**src/rtl/serial_pkg.sv**
```systemverilog
// Shared definitions for the lab serial link: transmitter FSM states and line levels.
// The matching receiver imports this same package.
`timescale 1ns/1ps
package serial_pkg;

    typedef enum logic [1:0] {
        S_IDLE  = 2'd0,
        S_START = 2'd1,
        S_DATA  = 2'd2,
        S_STOP  = 2'd3
    } tx_state_t;

    localparam logic LINE_IDLE = 1'b1;
    localparam logic START_BIT = 1'b0;
    localparam logic STOP_BIT  = 1'b1;

endpackage

```
**src/rtl/bit_timer.sv**
```systemverilog
// Bit period timer: o_tick marks the last cycle of every CLKS_PER_BIT-cycle period.
// Holding i_clear keeps the count at zero, so a period begins on the cycle after release.
`timescale 1ns/1ps
module bit_timer #(
    parameter int CLKS_PER_BIT = 4
) (
    input  logic i_clk,
    input  logic i_rst,
    input  logic i_clear,
    output logic o_tick
);

    localparam int CW = (CLKS_PER_BIT > 1) ? $clog2(CLKS_PER_BIT) : 1;
    localparam logic [CW-1:0] LAST_CNT = CW'(CLKS_PER_BIT - 1);

    logic [CW-1:0] cnt;

    // With CLKS_PER_BIT=1 LAST_CNT is zero, so every cycle ticks.
    assign o_tick = (cnt == LAST_CNT);

    always_ff @(posedge i_clk) begin
        if (i_rst || i_clear) begin
            cnt <= '0;
        end else if (o_tick) begin
            cnt <= '0;
        end else begin
            cnt <= cnt + CW'(1);
        end
    end

endmodule

```
**src/rtl/piso_serial_tx.sv**
```systemverilog
// Parallel-in/serial-out frame transmitter: start bit, DATA_WIDTH data bits LSB first,
// stop bit, each bit held CLKS_PER_BIT cycles on a registered, idle-high line.
`timescale 1ns/1ps
module piso_serial_tx
    import serial_pkg::*;
#(
    parameter int DATA_WIDTH   = 8,
    parameter int CLKS_PER_BIT = 4
) (
    input  logic                  i_clk,
    input  logic                  i_rst,
    input  logic                  i_valid,
    input  logic [DATA_WIDTH-1:0] i_data,
    output logic                  o_ready,
    output logic                  o_tx,
    output logic                  o_busy,
    output logic                  o_done
);

    localparam int IW = $clog2(DATA_WIDTH);
    localparam logic [IW-1:0] LAST_BIT = IW'(DATA_WIDTH - 1);

    tx_state_t             state, state_next;
    logic [DATA_WIDTH-1:0] shreg, shreg_next;
    logic [IW-1:0]         bit_idx, bit_idx_next;
    logic                  tx_q, tx_next;
    logic                  tick;

    // Timer is held cleared while idle so the start bit always gets a full period.
    bit_timer #(
        .CLKS_PER_BIT(CLKS_PER_BIT)
    ) u_bit_timer (
        .i_clk  (i_clk),
        .i_rst  (i_rst),
        .i_clear(state == S_IDLE),
        .o_tick (tick)
    );

    // Handshake: a word transfers on a rising edge where i_valid && o_ready; o_ready is
    // high only in IDLE, and i_valid/i_data are ignored in every other state.
    assign o_ready = (state == S_IDLE);
    assign o_busy  = (state != S_IDLE);
    assign o_done  = (state == S_STOP) && tick;
    assign o_tx    = tx_q;

    always_comb begin
        state_next   = state;
        shreg_next   = shreg;
        bit_idx_next = bit_idx;
        tx_next      = LINE_IDLE;

        case (state)
            S_IDLE: begin
                if (i_valid) begin
                    state_next   = S_START;
                    shreg_next   = i_data;
                    bit_idx_next = '0;
                end
            end
            S_START: begin
                if (tick) begin
                    state_next   = S_DATA;
                    bit_idx_next = '0;
                end
            end
            S_DATA: begin
                if (tick) begin
                    if (bit_idx == LAST_BIT) begin
                        state_next = S_STOP;
                    end else begin
                        shreg_next   = shreg >> 1;
                        bit_idx_next = bit_idx + IW'(1);
                    end
                end
            end
            S_STOP: begin
                if (tick) begin
                    state_next = S_IDLE;
                end
            end
            default: state_next = S_IDLE;
        endcase

        // The line register is loaded with the level of the state being entered,
        // so o_tx changes on the same edge as the state.
        case (state_next)
            S_START: tx_next = START_BIT;
            S_DATA:  tx_next = shreg_next[0];
            S_STOP:  tx_next = STOP_BIT;
            default: tx_next = LINE_IDLE;
        endcase
    end

    always_ff @(posedge i_clk) begin
        if (i_rst) begin
            state   <= S_IDLE;
            shreg   <= '0;
            bit_idx <= '0;
            tx_q    <= LINE_IDLE;
        end else begin
            state   <= state_next;
            shreg   <= shreg_next;
            bit_idx <= bit_idx_next;
            tx_q    <= tx_next;
        end
    end

endmodule

```
**config.mk**
```make
export PLATFORM = sky130hd
export DESIGN_NAME = piso_serial_tx
export DESIGN_NICKNAME = d
export VERILOG_FILES = /design/src/rtl/serial_pkg.sv /design/src/rtl/bit_timer.sv /design/src/rtl/piso_serial_tx.sv
export SDC_FILE = /design/constraint.sdc
export NUM_CORES = 1
export LEC_CHECK = 0
export CAP_MARGIN = 20
export CELL_PAD_IN_SITES_DETAIL_PLACEMENT = 0
export CELL_PAD_IN_SITES_GLOBAL_PLACEMENT = 1
export CORE_ASPECT_RATIO = 1.1
export CORE_MARGIN = 2
export CORE_UTILIZATION = 25
export CTS_CLUSTER_SIZE = 28
export DETAILED_ROUTE_END_ITERATION = 7
export GPL_TIMING_DRIVEN = 0
export PLACE_DENSITY_LB_ADDON = 0.12
export SLEW_MARGIN = 25
export SYNTH_ARGS = -nofsm -noshare
export SYNTH_HDL_FRONTEND = slang
export SYNTH_SLANG_ARGS = --single-unit
```
**constraint.sdc**
```tcl
create_clock -name i_clk -period 1.6 [get_ports i_clk]
set_clock_uncertainty 0.05 [all_clocks]
set_input_delay 0.24 -clock i_clk [delete_from_list [all_inputs] [get_ports i_clk]]
set_output_delay 0.24 -clock i_clk [all_outputs]
set_load 0.01 [all_outputs]
```
==> results of run 1 <==
## cell families (layout without fill, tap and decap cells)
family / after synthesis / in the layout / synth area share
simple gates: 29 / 29 / 0.228
compound gates: 28 / 28 / 0.232
flops: 16 / 16 / 0.394
buf+inv: 9 / 29 / 0.0769
fa+ha+maj: 3 / 3 / 0.0462
xor+xnor: 1 / 1 / 0.0108
mux: 1 / 1 / 0.0123
## path summary, 6_finish.rpt
kind,startpoint,to,slack [ns]
setup reg to reg,bit_idx[0],o_tx,0.09
setup / recovery,u_bit_timer.cnt[0],o_done,0.06
hold reg to reg,u_bit_timer.cnt[0],u_bit_timer.cnt[0],0.36
hold / removal,i_rst,bit_idx[2],0.28
## what timing repair did
action | in CTS | in global routing
pin swaps | 0 | 1
hold buffers | 0 | 0
gates resized for setup | 17 | 3
gates cloned | 0 | 0
setup buffers | 0 | 3
endpoints found under the setup margin | 3 | 12
## cell type report
type / instances / area [µm²] / share of cell area
buffer: 8 / 68.8 / 0.0637
clock buffer: 4 / 36.3 / 0.0336
inverter: 1 / 3.75 / 0.00348
multi-input combinational: 62 / 453 / 0.419
sequential: 16 / 330 / 0.306
tap: 34 / 42.5 / 0.0394
timing repair buffer: 16 / 145 / 0.134
## synthesized netlist by cell type
| library cell | count | area [µm²] |
|---|---|---|
| a32oi_2 | 1 | 16.3 |
| or3b_1 | 1 | 8.76 |
| nand3b_1 | 1 | 7.51 |
| nand3_1 | 7 | 35.0 |
| a2111oi_1 | 1 | 10.0 |
| nand2b_1 | 2 | 12.5 |
| a211oi_1 | 1 | 7.51 |
| buf_2 | 2 | 10.0 |
| o21a_1 | 1 | 7.51 |
| dfxtp_1 | 16 | 320 |
| nor4_1 | 1 | 6.26 |
| nand2_1 | 6 | 22.5 |
| nand3_2 | 1 | 10.0 |
| nand4bb_1 | 1 | 11.3 |
| and2b_1 | 1 | 7.51 |
| ha_1 | 3 | 37.5 |
| and4bb_2 | 1 | 12.5 |
| buf_4 | 1 | 7.51 |
| and3_1 | 1 | 6.26 |
| a22oi_1 | 6 | 45.0 |
| clkbuf_1 | 2 | 7.51 |
| a31oi_1 | 1 | 6.26 |
| mux2i_1 | 1 | 10.0 |
| nor2_1 | 3 | 11.3 |
| o2bb2ai_1 | 1 | 8.76 |
| inv_1 | 1 | 3.75 |
| a21oi_1 | 13 | 65.1 |
| nor3b_2 | 1 | 12.5 |
| nor4b_1 | 1 | 8.76 |
| xor2_1 | 1 | 8.76 |
| o211ai_1 | 3 | 22.5 |
| and4bb_1 | 1 | 12.5 |
| buf_6 | 3 | 33.8 |
## through the flow
step                      total power [mW]  setup WS [ns]
after floorplan                      0.497          0.189
after global placement               0.546         -0.171
after detailed placement             0.548         -0.194
after CTS                            0.820         0.0146
after global routing                 0.860        0.00248
final                                0.818         0.0576
## power breakdown
part | total, mW | switching (mW) | internal, mW
clock network | 0.273 | 0.135 | 0.138
logic | 0.121 | 0.0534 | 0.0674
registers | 0.425 | 0.00997 | 0.415
total | 0.818 | 0.198 | 0.620
## layer usage
metal	routed length (µm)	GRT usage	vias to the layer above
li1	-	-	363
met3	66	0.0243	2
met5	0	0	-
met2	857	0.157	12
met1	1000	0.162	331
met4	13	0.0349	0
## sequential cells by signal, summed over array words and instances (netlist names)
signal and flops:
state 2, bit_idx 3, u_bit_timer.cnt 2, shreg 8
o_tx 1
## worst max-delay path, stage by stage, from the launching register on
cell,delay [ns]
dfxtp_2,0.34
ha_2,0.19
buf_6,0.14
and3_1,0.17
buf_2,0.13
==> impl_metrics.xml, run 1 <==
<?xml version="1.0" encoding="UTF-8"?>
<metrics>
  <group name="layout">
    <metric name="antenna_cells" unit="">0</metric>
    <metric name="most_common_cell_after_layout_fill_and_taps_aside" unit="">a21oi_1</metric>
    <metric name="share_of_post_route_cells_with_drive_strength_above_1" unit="">0.234</metric>
    <metric name="final_cell_area" unit="µm²">1080</metric>
    <metric name="design.final.nets" unit="">122</metric>
    <metric name="fillCellCount" unit="">320</metric>
    <metric name="layoutNonFillerInstCount" unit="">141</metric>
    <metric name="layout.cells.most_common_list" unit="">13 x a21oi_1, 12 x dfxtp_1, 10 x clkdlybuf4s50_1</metric>
    <metric name="finish.utilization" unit="">0.351</metric>
    <metric name="area_growth" unit="%">32.8</metric>
  </group>
  <group name="drt">
    <metric name="drt-total-wl" unit="µm">1940</metric>
    <metric name="drc" unit="">0</metric>
    <metric name="antenna_violating_nets_post_route" unit="">0</metric>
    <metric name="viasPerCell" unit="">5.02</metric>
    <metric name="drtPass1Iterations" unit="">4</metric>
    <metric name="avgRoutedWirePerCell" unit="µm">13.8</metric>
    <metric name="routed-via-count" unit="">708</metric>
    <metric name="drt_iter0_drc" unit="">22</metric>
  </group>
  <group name="clock_tree">
    <metric name="tritoncts" unit="">built</metric>
    <metric name="tritoncts.num_buffers" unit="">3</metric>
    <metric name="clk_pin_slew" unit="ns">0.10</metric>
    <metric name="skew_pair_late_insertion_delay" unit="ns">0.28</metric>
    <metric name="max_root_sink_buffers" unit="">2</metric>
    <metric name="cts.root.buffer_cell" unit="">clkbuf_4</metric>
    <metric name="numClockSinks" unit="">16</metric>
    <metric name="htree_num_levels" unit="">1</metric>
  </group>
  <group name="synth">
    <metric name="synth_seq_cells" unit="">16</metric>
    <metric name="post_synthesis_cell_count" unit="">87</metric>
    <metric name="syn_area_per_cell" unit="µm²">9.35</metric>
    <metric name="post_synth_instance_area" unit="µm²">813</metric>
    <metric name="yosysWarnings" unit="">0</metric>
    <metric name="synth_fp_nets" unit="">101</metric>
    <metric name="synth.yosys.seq_area_share" unit="">0.394</metric>
    <metric name="synth.lib_cells_used.distinct" unit="">33</metric>
  </group>
  <group name="sta">
    <metric name="timing.setup.tns" unit="ns">0</metric>
    <metric name="rsz0062_at_grt" unit="">false</metric>
    <metric name="setup-violations-final" unit="">0</metric>
    <metric name="maxSlewViolCount" unit="">0</metric>
    <metric name="fmaxAchievable" unit="MHz">648</metric>
    <metric name="timing.final.hold_violations" unit="">0</metric>
    <metric name="relSlewSlack" unit="">0.646</metric>
    <metric name="finalCriticalPeriod" unit="ns">1.54</metric>
    <metric name="min_period_over_period" unit="">0.964</metric>
    <metric name="fin_hold_ws" unit="ns">0.280</metric>
    <metric name="max_slew.worst_pin.slew" unit="ns">0.529</metric>
  </group>
  <group name="grt">
    <metric name="grt_util_all_layers" unit="">0.110</metric>
    <metric name="grt_start_max_net_pins" unit="">11</metric>
    <metric name="number_of_antenna_violations_at_the_first_check_in_global_routing" unit="">0</metric>
    <metric name="global_route.overflow_total" unit="">0</metric>
    <metric name="grt_first_pass_wirelength" unit="µm">3130</metric>
    <metric name="first_global_vias" unit="">628</metric>
  </group>
  <group name="worst_setup_path">
    <metric name="critical_path_arrival" unit="ns">1.25</metric>
    <metric name="critical_path.startpoint_type" unit="">flip-flop</metric>
    <metric name="critical_path_class" unit="">reg -&gt; out</metric>
    <metric name="critical_path_required" unit="ns">1.31</metric>
    <metric name="critical_path.endpoint_type" unit="">primary output</metric>
    <metric name="worst-r2r-cell-count" unit="">6</metric>
    <metric name="largest_driver_fanout_on_the_critical_path" unit="">10</metric>
  </group>
  <group name="floorplan">
    <metric name="chipWidth" unit="µm">58.4</metric>
    <metric name="ios" unit="">15</metric>
    <metric name="placementRows" unit="">21</metric>
    <metric name="total_die_area" unit="µm²">3730</metric>
    <metric name="initial_core_util" unit="">0.265</metric>
    <metric name="fp.dieH" unit="µm">63.8</metric>
    <metric name="design.core.area" unit="µm²">3070</metric>
  </group>
  <group name="power_and_ir_drop">
    <metric name="power_leakage" unit="nW">0.395</metric>
    <metric name="power-per-cell-area" unit="nW/µm²">758</metric>
    <metric name="worst_ir_drop_vdd" unit="mV">0.332</metric>
  </group>
  <group name="worst_hold_path">
    <metric name="hold_path_depth" unit="">2</metric>
    <metric name="worst_hold_path_type" unit="">in -&gt; reg</metric>
  </group>
  <group name="placed_design">
    <metric name="globalplace.congestion" unit="">0.665</metric>
    <metric name="placed_inst_area" unit="µm²">986</metric>
    <metric name="buffer_ports.inserted" unit="">13</metric>
    <metric name="place.detailed.hpwl" unit="µm">1310</metric>
    <metric name="placed_cells" unit="">134</metric>
  </group>
  <group name="flow_run">
    <metric name="maxCapViolations" unit="">0</metric>
  </group>
  <group name="status">
    <metric name="outcome" unit="">complete, no violations</metric>
  </group>
</metrics>
Note: power is estimated with default switching activity, not from simulation.
==> run 2: changes to the inputs <==
- CORE_UTILIZATION: 25 -> 37
==> impl_metrics.xml, run 2 (synthesis gave the netlist of run 1 again) <==
<?xml version="1.0" encoding="UTF-8"?>
<metrics>
  <group name="sta">
    <metric name="fmaxAchievable" unit="MHz">651</metric>
    <metric name="min_period_over_period" unit="">0.961</metric>
    <metric name="setup_slack" unit="ns">0.0631</metric>
    <metric name="max_slew.worst_pin.slew" unit="ns">0.502</metric>
    <metric name="setup-violations-final" unit="">0</metric>
    <metric name="rsz0062_at_grt" unit="">true</metric>
    <metric name="finalCriticalPeriod" unit="ns">1.54</metric>
    <metric name="maxSlewViolCount" unit="">0</metric>
    <metric name="timing.final.hold_violations" unit="">0</metric>
    <metric name="relSlewSlack" unit="">0.665</metric>
    <metric name="timing.setup.tns" unit="ns">0</metric>
  </group>
  <group name="worst_hold_path">
    <metric name="hold_path_depth" unit="">2</metric>
    <metric name="worst_hold_path_type" unit="">in -&gt; reg</metric>
    <metric name="hold_path.startpoint" unit="">i_rst</metric>
    <metric name="min_to" unit="">bit_idx[2]</metric>
  </group>
  <group name="clock_tree">
    <metric name="cts.root.buffer_cell" unit="">clkbuf_4</metric>
    <metric name="tritoncts" unit="">built</metric>
    <metric name="clk_pin_slew" unit="ns">0.11</metric>
    <metric name="tritoncts.num_buffers" unit="">3</metric>
    <metric name="hold_buffers" unit="">0</metric>
    <metric name="max_root_sink_buffers" unit="">2</metric>
    <metric name="skew_pair_late_insertion_delay" unit="ns">0.29</metric>
    <metric name="htree_num_levels" unit="">1</metric>
    <metric name="numClockSinks" unit="">16</metric>
  </group>
  <group name="layout">
    <metric name="fillCellCount" unit="">207</metric>
    <metric name="reg_top3" unit="">shreg x8, bit_idx x3</metric>
    <metric name="top_register" unit="">shreg</metric>
    <metric name="final_cell_area" unit="µm²">1070</metric>
    <metric name="largest_register_ff_count" unit="">8</metric>
    <metric name="layout.cells.most_common_list" unit="">13 x a21oi_1, 12 x dfxtp_1, 10 x clkdlybuf4s50_1</metric>
    <metric name="area_growth" unit="%">31.2</metric>
    <metric name="antenna_cells" unit="">0</metric>
    <metric name="design.final.nets" unit="">120</metric>
    <metric name="layoutNonFillerInstCount" unit="">133</metric>
    <metric name="most_common_cell_after_layout_fill_and_taps_aside" unit="">a21oi_1</metric>
    <metric name="share_of_post_route_cells_with_drive_strength_above_1" unit="">0.219</metric>
  </group>
  <group name="placed_design">
    <metric name="placed_cells" unit="">128</metric>
    <metric name="buffer_ports.inserted" unit="">13</metric>
    <metric name="place.detailed.hpwl" unit="µm">1150</metric>
    <metric name="pre_cts_slack" unit="ns">-0.135</metric>
    <metric name="placed_inst_area" unit="µm²">978</metric>
    <metric name="globalplace.congestion" unit="">0.745</metric>
  </group>
  <group name="drt">
    <metric name="drc" unit="">0</metric>
    <metric name="drt_iter0_drc" unit="">11</metric>
    <metric name="drtPass1Iterations" unit="">3</metric>
    <metric name="drt-total-wl" unit="µm">1800</metric>
    <metric name="antenna_violating_nets_post_route" unit="">0</metric>
    <metric name="avgRoutedWirePerCell" unit="µm">13.5</metric>
    <metric name="viasPerCell" unit="">5.35</metric>
    <metric name="routed-via-count" unit="">712</metric>
  </group>
  <group name="grt">
    <metric name="grt_start_max_net_pins" unit="">11</metric>
    <metric name="grt.busiest_layer" unit="">met2</metric>
    <metric name="grt_util_all_layers" unit="">0.159</metric>
    <metric name="number_of_antenna_violations_at_the_first_check_in_global_routing" unit="">0</metric>
    <metric name="global_route.overflow_total" unit="">0</metric>
    <metric name="grt_first_pass_wirelength" unit="µm">3030</metric>
    <metric name="first_global_vias" unit="">662</metric>
    <metric name="globalRouteMet1Util" unit="">0.198</metric>
    <metric name="global_route.usage.met2" unit="">0.253</metric>
    <metric name="grtUsageMet3" unit="">0.0424</metric>
  </group>
  <group name="worst_setup_path">
    <metric name="critical_path_class" unit="">reg -&gt; out</metric>
    <metric name="rr_startpoint" unit="">bit_idx[0]</metric>
    <metric name="ff2ff_setup_slack" unit="ns">0.09</metric>
    <metric name="critical_path.startpoint_type" unit="">flip-flop</metric>
    <metric name="largest_driver_fanout_on_the_critical_path" unit="">10</metric>
    <metric name="crit-reg2reg-capture" unit="">shreg[1]</metric>
    <metric name="critical_path_arrival" unit="ns">1.25</metric>
    <metric name="critical_path_required" unit="ns">1.31</metric>
    <metric name="critical_path.endpoint_type" unit="">primary output</metric>
    <metric name="worst-r2r-cell-count" unit="">6</metric>
  </group>
  <group name="power_and_ir_drop">
    <metric name="total_power" unit="µW">816</metric>
    <metric name="power_leakage" unit="nW">0.388</metric>
    <metric name="power-per-cell-area" unit="nW/µm²">764</metric>
    <metric name="worst_ir_drop_vdd" unit="mV">0.445</metric>
  </group>
  <group name="status">
    <metric name="outcome" unit="">complete, no violations</metric>
  </group>
  <group name="flow_run">
    <metric name="maxCapViolations" unit="">0</metric>
  </group>
  <group name="floorplan">
    <metric name="fp.dieH" unit="µm">53.2</metric>
    <metric name="placementRows" unit="">17</metric>
    <metric name="design.core.area" unit="µm²">2040</metric>
    <metric name="ios" unit="">15</metric>
    <metric name="total_die_area" unit="µm²">2590</metric>
    <metric name="initial_core_util" unit="">0.398</metric>
    <metric name="chipWidth" unit="µm">48.7</metric>
  </group>
</metrics>
-- run 2: power by group --
part / internal, mW / switching (mW) / total [mW]
logic: 0.0607 / 0.0488 / 0.109
registers: 0.415 / 0.0132 / 0.428
clock network: 0.138 / 0.140 / 0.278
-- run 2: what timing repair did --
action,4_1_cts,5_1_grt
resized for setup,17,4
cloned,0,0
endpoints found under the setup margin,3,11
endpoints found under the hold margin,0,0
buffers inserted,0,1
-- run 2: how the worst max path moves through the flow --
stage                          start       end  slack (ns)
after floorplan           bit_idx[0]      o_tx        0.19
after global placement       i_valid  shreg[5]        -0.1
after detailed placement     i_valid  shreg[1]       -0.14
after CTS                 bit_idx[0]      o_tx        0.02
after global routing      bit_idx[0]  shreg[5]      -0.001
final                       state[1]    o_busy        0.06
-- run 2: through the flow --
| step | utilization | hold WS (ns) |
|---|---|---|
| after global routing | 0.523 | 0.303 |
| after CTS | 0.507 | 0.268 |
| after floorplan | - | 0.326 |
| final | 0.523 | 0.268 |
| after global placement | 0.479 | 0.372 |
| after detailed placement | 0.479 | 0.382 |
-- run 2: worst max-delay path, cell delays in order (launching register included) --
cell and delay [ns]:
dfxtp_4 0.36, buf_6 0.14, nor2_4 0.13, inv_1 0.05, dlygate4sd2_1 0.27
-- run 2: metal layers --
metal | share of wire | up-vias
met1 | 0.51 | 336
met3 | 0.038 | 2
met2 | 0.44 | 11
met5 | 0 | -
met4 | 0.0095 | 0
li1 | - | 363
-- run 2: cell type report --
class | count | area, µm² | area share
Inverter | 1 | 3.75 | 0.00352
Buffer | 8 | 68.8 | 0.0645
Timing Repair Buffer | 14 | 130 | 0.122
Multi-Input combinational cell | 62 | 463 | 0.434
Sequential cell | 16 | 330 | 0.309
Tap cell | 28 | 35.0 | 0.0328
Clock buffer | 4 | 36.3 | 0.0340
==> run 3: changes to the inputs <==
- REMOVE_ABC_BUFFERS: default -> 1
==> impl_metrics.xml, run 3 (synthesis gave the netlist of run 1 again) <==
<?xml version="1.0" encoding="UTF-8"?>
<metrics>
  <group name="worst_setup_path">
    <metric name="critical_path_arrival" unit="ns">1.61</metric>
    <metric name="critical_path.startpoint" unit="">state[0]</metric>
    <metric name="worst-r2r-cell-count" unit="">5</metric>
    <metric name="ff2ff_setup_slack" unit="ns">0.07</metric>
    <metric name="largest_driver_fanout_on_the_critical_path" unit="">7</metric>
    <metric name="critical_path.endpoint_type" unit="">flip-flop</metric>
    <metric name="critical_path_required" unit="ns">1.69</metric>
    <metric name="critical_path_class" unit="">reg -&gt; reg</metric>
    <metric name="rr_startpoint" unit="">state[0]</metric>
    <metric name="crit-reg2reg-capture" unit="">shreg[5]</metric>
    <metric name="critical_path.startpoint_type" unit="">flip-flop</metric>
  </group>
  <group name="sta">
    <metric name="relSlewSlack" unit="">0.579</metric>
    <metric name="min_period_over_period" unit="">0.956</metric>
    <metric name="maxSlewViolCount" unit="">0</metric>
    <metric name="max_slew.worst_pin.slew" unit="ns">0.630</metric>
    <metric name="fmaxAchievable" unit="MHz">654</metric>
    <metric name="setup_slack" unit="ns">0.0710</metric>
    <metric name="rsz0062_at_grt" unit="">true</metric>
    <metric name="setup-violations-final" unit="">0</metric>
    <metric name="timing.final.hold_violations" unit="">0</metric>
    <metric name="finalCriticalPeriod" unit="ns">1.53</metric>
  </group>
  <group name="layout">
    <metric name="sequential_cell_area" unit="µm²">330</metric>
    <metric name="largest_register_ff_count" unit="">8</metric>
    <metric name="antenna_cells" unit="">0</metric>
    <metric name="reg_top3" unit="">shreg x8, bit_idx x3</metric>
    <metric name="layout.cells.most_common_list" unit="">13 x a21oi_1, 12 x dfxtp_1, 11 x clkdlybuf4s50_1</metric>
    <metric name="final_cell_area" unit="µm²">1080</metric>
    <metric name="most_common_cell_after_layout_fill_and_taps_aside" unit="">a21oi_1</metric>
    <metric name="top_register" unit="">shreg</metric>
    <metric name="area_of_the_multi_input_gates" unit="µm²">492</metric>
    <metric name="area_growth" unit="%">32.3</metric>
    <metric name="layoutNonFillerInstCount" unit="">132</metric>
    <metric name="design.final.nets" unit="">120</metric>
    <metric name="share_of_post_route_cells_with_drive_strength_above_1" unit="">0.231</metric>
    <metric name="fillCellCount" unit="">204</metric>
  </group>
  <group name="clock_tree">
    <metric name="tritoncts" unit="">built</metric>
    <metric name="max_root_sink_buffers" unit="">2</metric>
    <metric name="htree_num_levels" unit="">1</metric>
    <metric name="tritoncts.num_buffers" unit="">3</metric>
    <metric name="skew_pair_late_insertion_delay" unit="ns">0.28</metric>
    <metric name="numClockSinks" unit="">16</metric>
    <metric name="hold_buffers" unit="">0</metric>
    <metric name="clk_pin_slew" unit="ns">0.10</metric>
    <metric name="cts.root.buffer_cell" unit="">clkbuf_4</metric>
  </group>
  <group name="floorplan">
    <metric name="initial_core_util" unit="">0.398</metric>
    <metric name="chipWidth" unit="µm">48.7</metric>
    <metric name="design.core.area" unit="µm²">2040</metric>
    <metric name="placementRows" unit="">17</metric>
    <metric name="total_die_area" unit="µm²">2590</metric>
    <metric name="fp.dieH" unit="µm">53.2</metric>
    <metric name="ios" unit="">15</metric>
  </group>
  <group name="placed_design">
    <metric name="placed_inst_area" unit="µm²">930</metric>
    <metric name="place.detailed.hpwl" unit="µm">1060</metric>
    <metric name="placed_cells" unit="">121</metric>
    <metric name="buffer_ports.inserted" unit="">14</metric>
    <metric name="globalplace.congestion" unit="">0.707</metric>
    <metric name="pre_cts_slack" unit="ns">-0.220</metric>
  </group>
  <group name="power_and_ir_drop">
    <metric name="total_power" unit="µW">754</metric>
    <metric name="p_int" unit="µW">569</metric>
    <metric name="power_leakage" unit="nW">0.394</metric>
    <metric name="pwr-share-comb" unit="">0.157</metric>
    <metric name="p_sw_frac" unit="">0.245</metric>
    <metric name="part_of_the_total_power_dissipated_in_sequential_elements" unit="">0.566</metric>
    <metric name="power-per-cell-area" unit="nW/µm²">700</metric>
    <metric name="switchingPower" unit="µW">184</metric>
    <metric name="worst_ir_drop_vdd" unit="mV">0.540</metric>
    <metric name="clockPowerShare" unit="">0.278</metric>
  </group>
  <group name="grt">
    <metric name="grt_util_all_layers" unit="">0.154</metric>
    <metric name="grt_start_max_net_pins" unit="">18</metric>
    <metric name="first_global_vias" unit="">633</metric>
    <metric name="grt_first_pass_wirelength" unit="µm">2990</metric>
    <metric name="global_route.overflow_total" unit="">0</metric>
    <metric name="number_of_antenna_violations_at_the_first_check_in_global_routing" unit="">0</metric>
  </group>
  <group name="drt">
    <metric name="antenna_violating_nets_post_route" unit="">0</metric>
    <metric name="drc" unit="">0</metric>
    <metric name="viasPerCell" unit="">5.63</metric>
    <metric name="drt_iter0_drc" unit="">18</metric>
    <metric name="drt-total-wl" unit="µm">1740</metric>
    <metric name="avgRoutedWirePerCell" unit="µm">13.2</metric>
    <metric name="drtPass1Iterations" unit="">4</metric>
    <metric name="routed-via-count" unit="">743</metric>
  </group>
  <group name="flow_run">
    <metric name="maxCapViolations" unit="">0</metric>
  </group>
  <group name="worst_hold_path">
    <metric name="min_to" unit="">u_bit_timer.cnt[0]</metric>
    <metric name="hold_path_depth" unit="">1</metric>
    <metric name="hold_path.startpoint" unit="">u_bit_timer.cnt[0]</metric>
    <metric name="worst_hold_path_type" unit="">reg -&gt; reg</metric>
  </group>
  <group name="status">
    <metric name="outcome" unit="">complete, no violations</metric>
  </group>
</metrics>
[run 3: cell count changes in the layout (fill, tap and decap cells not counted), sizes merged]
cell / delta
dlymetal6s2s: +1
buf: -1
clkbuf: -3
clkdlybuf4s50: +1
and4bb: +1
[run 3: worst max path at each step]
stage                  to  slack (ns)  cells after the start
2_1_floorplan  bit_idx[0]        0.09                      5
3_5_place_dp   bit_idx[2]       -0.22                      5
6_report         shreg[5]        0.07                      5
3_3_place_gp   bit_idx[1]       -0.17                      5
4_1_cts          shreg[4]       0.004                      5
5_1_grt          shreg[3]      -0.003                      5
[run 3: metal layers]
| layer | GRT usage | vias up | routed length (µm) |
|---|---|---|---|
| li1 | - | 367 | - |
| met1 | 0.178 | 355 | 807 |
| met3 | 0.0367 | 2 | 76 |
| met4 | 0.0714 | 0 | 14 |
| met2 | 0.272 | 19 | 844 |
| met5 | 0 | - | 0 |
[run 3: power groups by stage]
stage                     registers (mW)  logic [mW]  clock network (mW)
after global routing               0.429       0.131               0.245
after global placement             0.441      0.0956                   0
final                              0.426       0.118               0.209
after CTS                          0.426       0.116               0.219
after floorplan                    0.439      0.0457                   0
after detailed placement           0.442      0.0967                   0
[run 3: layout make-up]
cell class	instances	share of cell area
multi-input combinational	63	0.457
sequential	16	0.307
timing repair buffer	21	0.179
tap	28	0.0326
clock buffer	3	0.0209
inverter	1	0.00349
[run 3: critical path, stage by stage, from the launching register on]
cell and delay, ns:
dfxtp_4 0.36, buf_4 0.13, buf_4 0.15, or3b_1 0.49
nand3_1 0.13, a21oi_1 0.07
[run 3: repair_timing]
action | 4_1_cts | 5_1_grt
endpoints found under the hold margin | 0 | 0
setup buffers | 7 | 0
resized for setup | 16 | 3
cloned | 0 | 1
pin swaps | 1 | 2
endpoints found under the setup margin | 15 | 13
[run 3: per-stage QoR]
step                      TNS (ns)  hold WS [ns]  utilization
after floorplan                  0         0.259            -
after global placement       -1.85         0.364        0.455
after detailed placement     -2.25         0.376        0.455
after CTS                        0         0.391        0.515
after global routing      -0.00292         0.421        0.527
final                            0         0.395        0.527
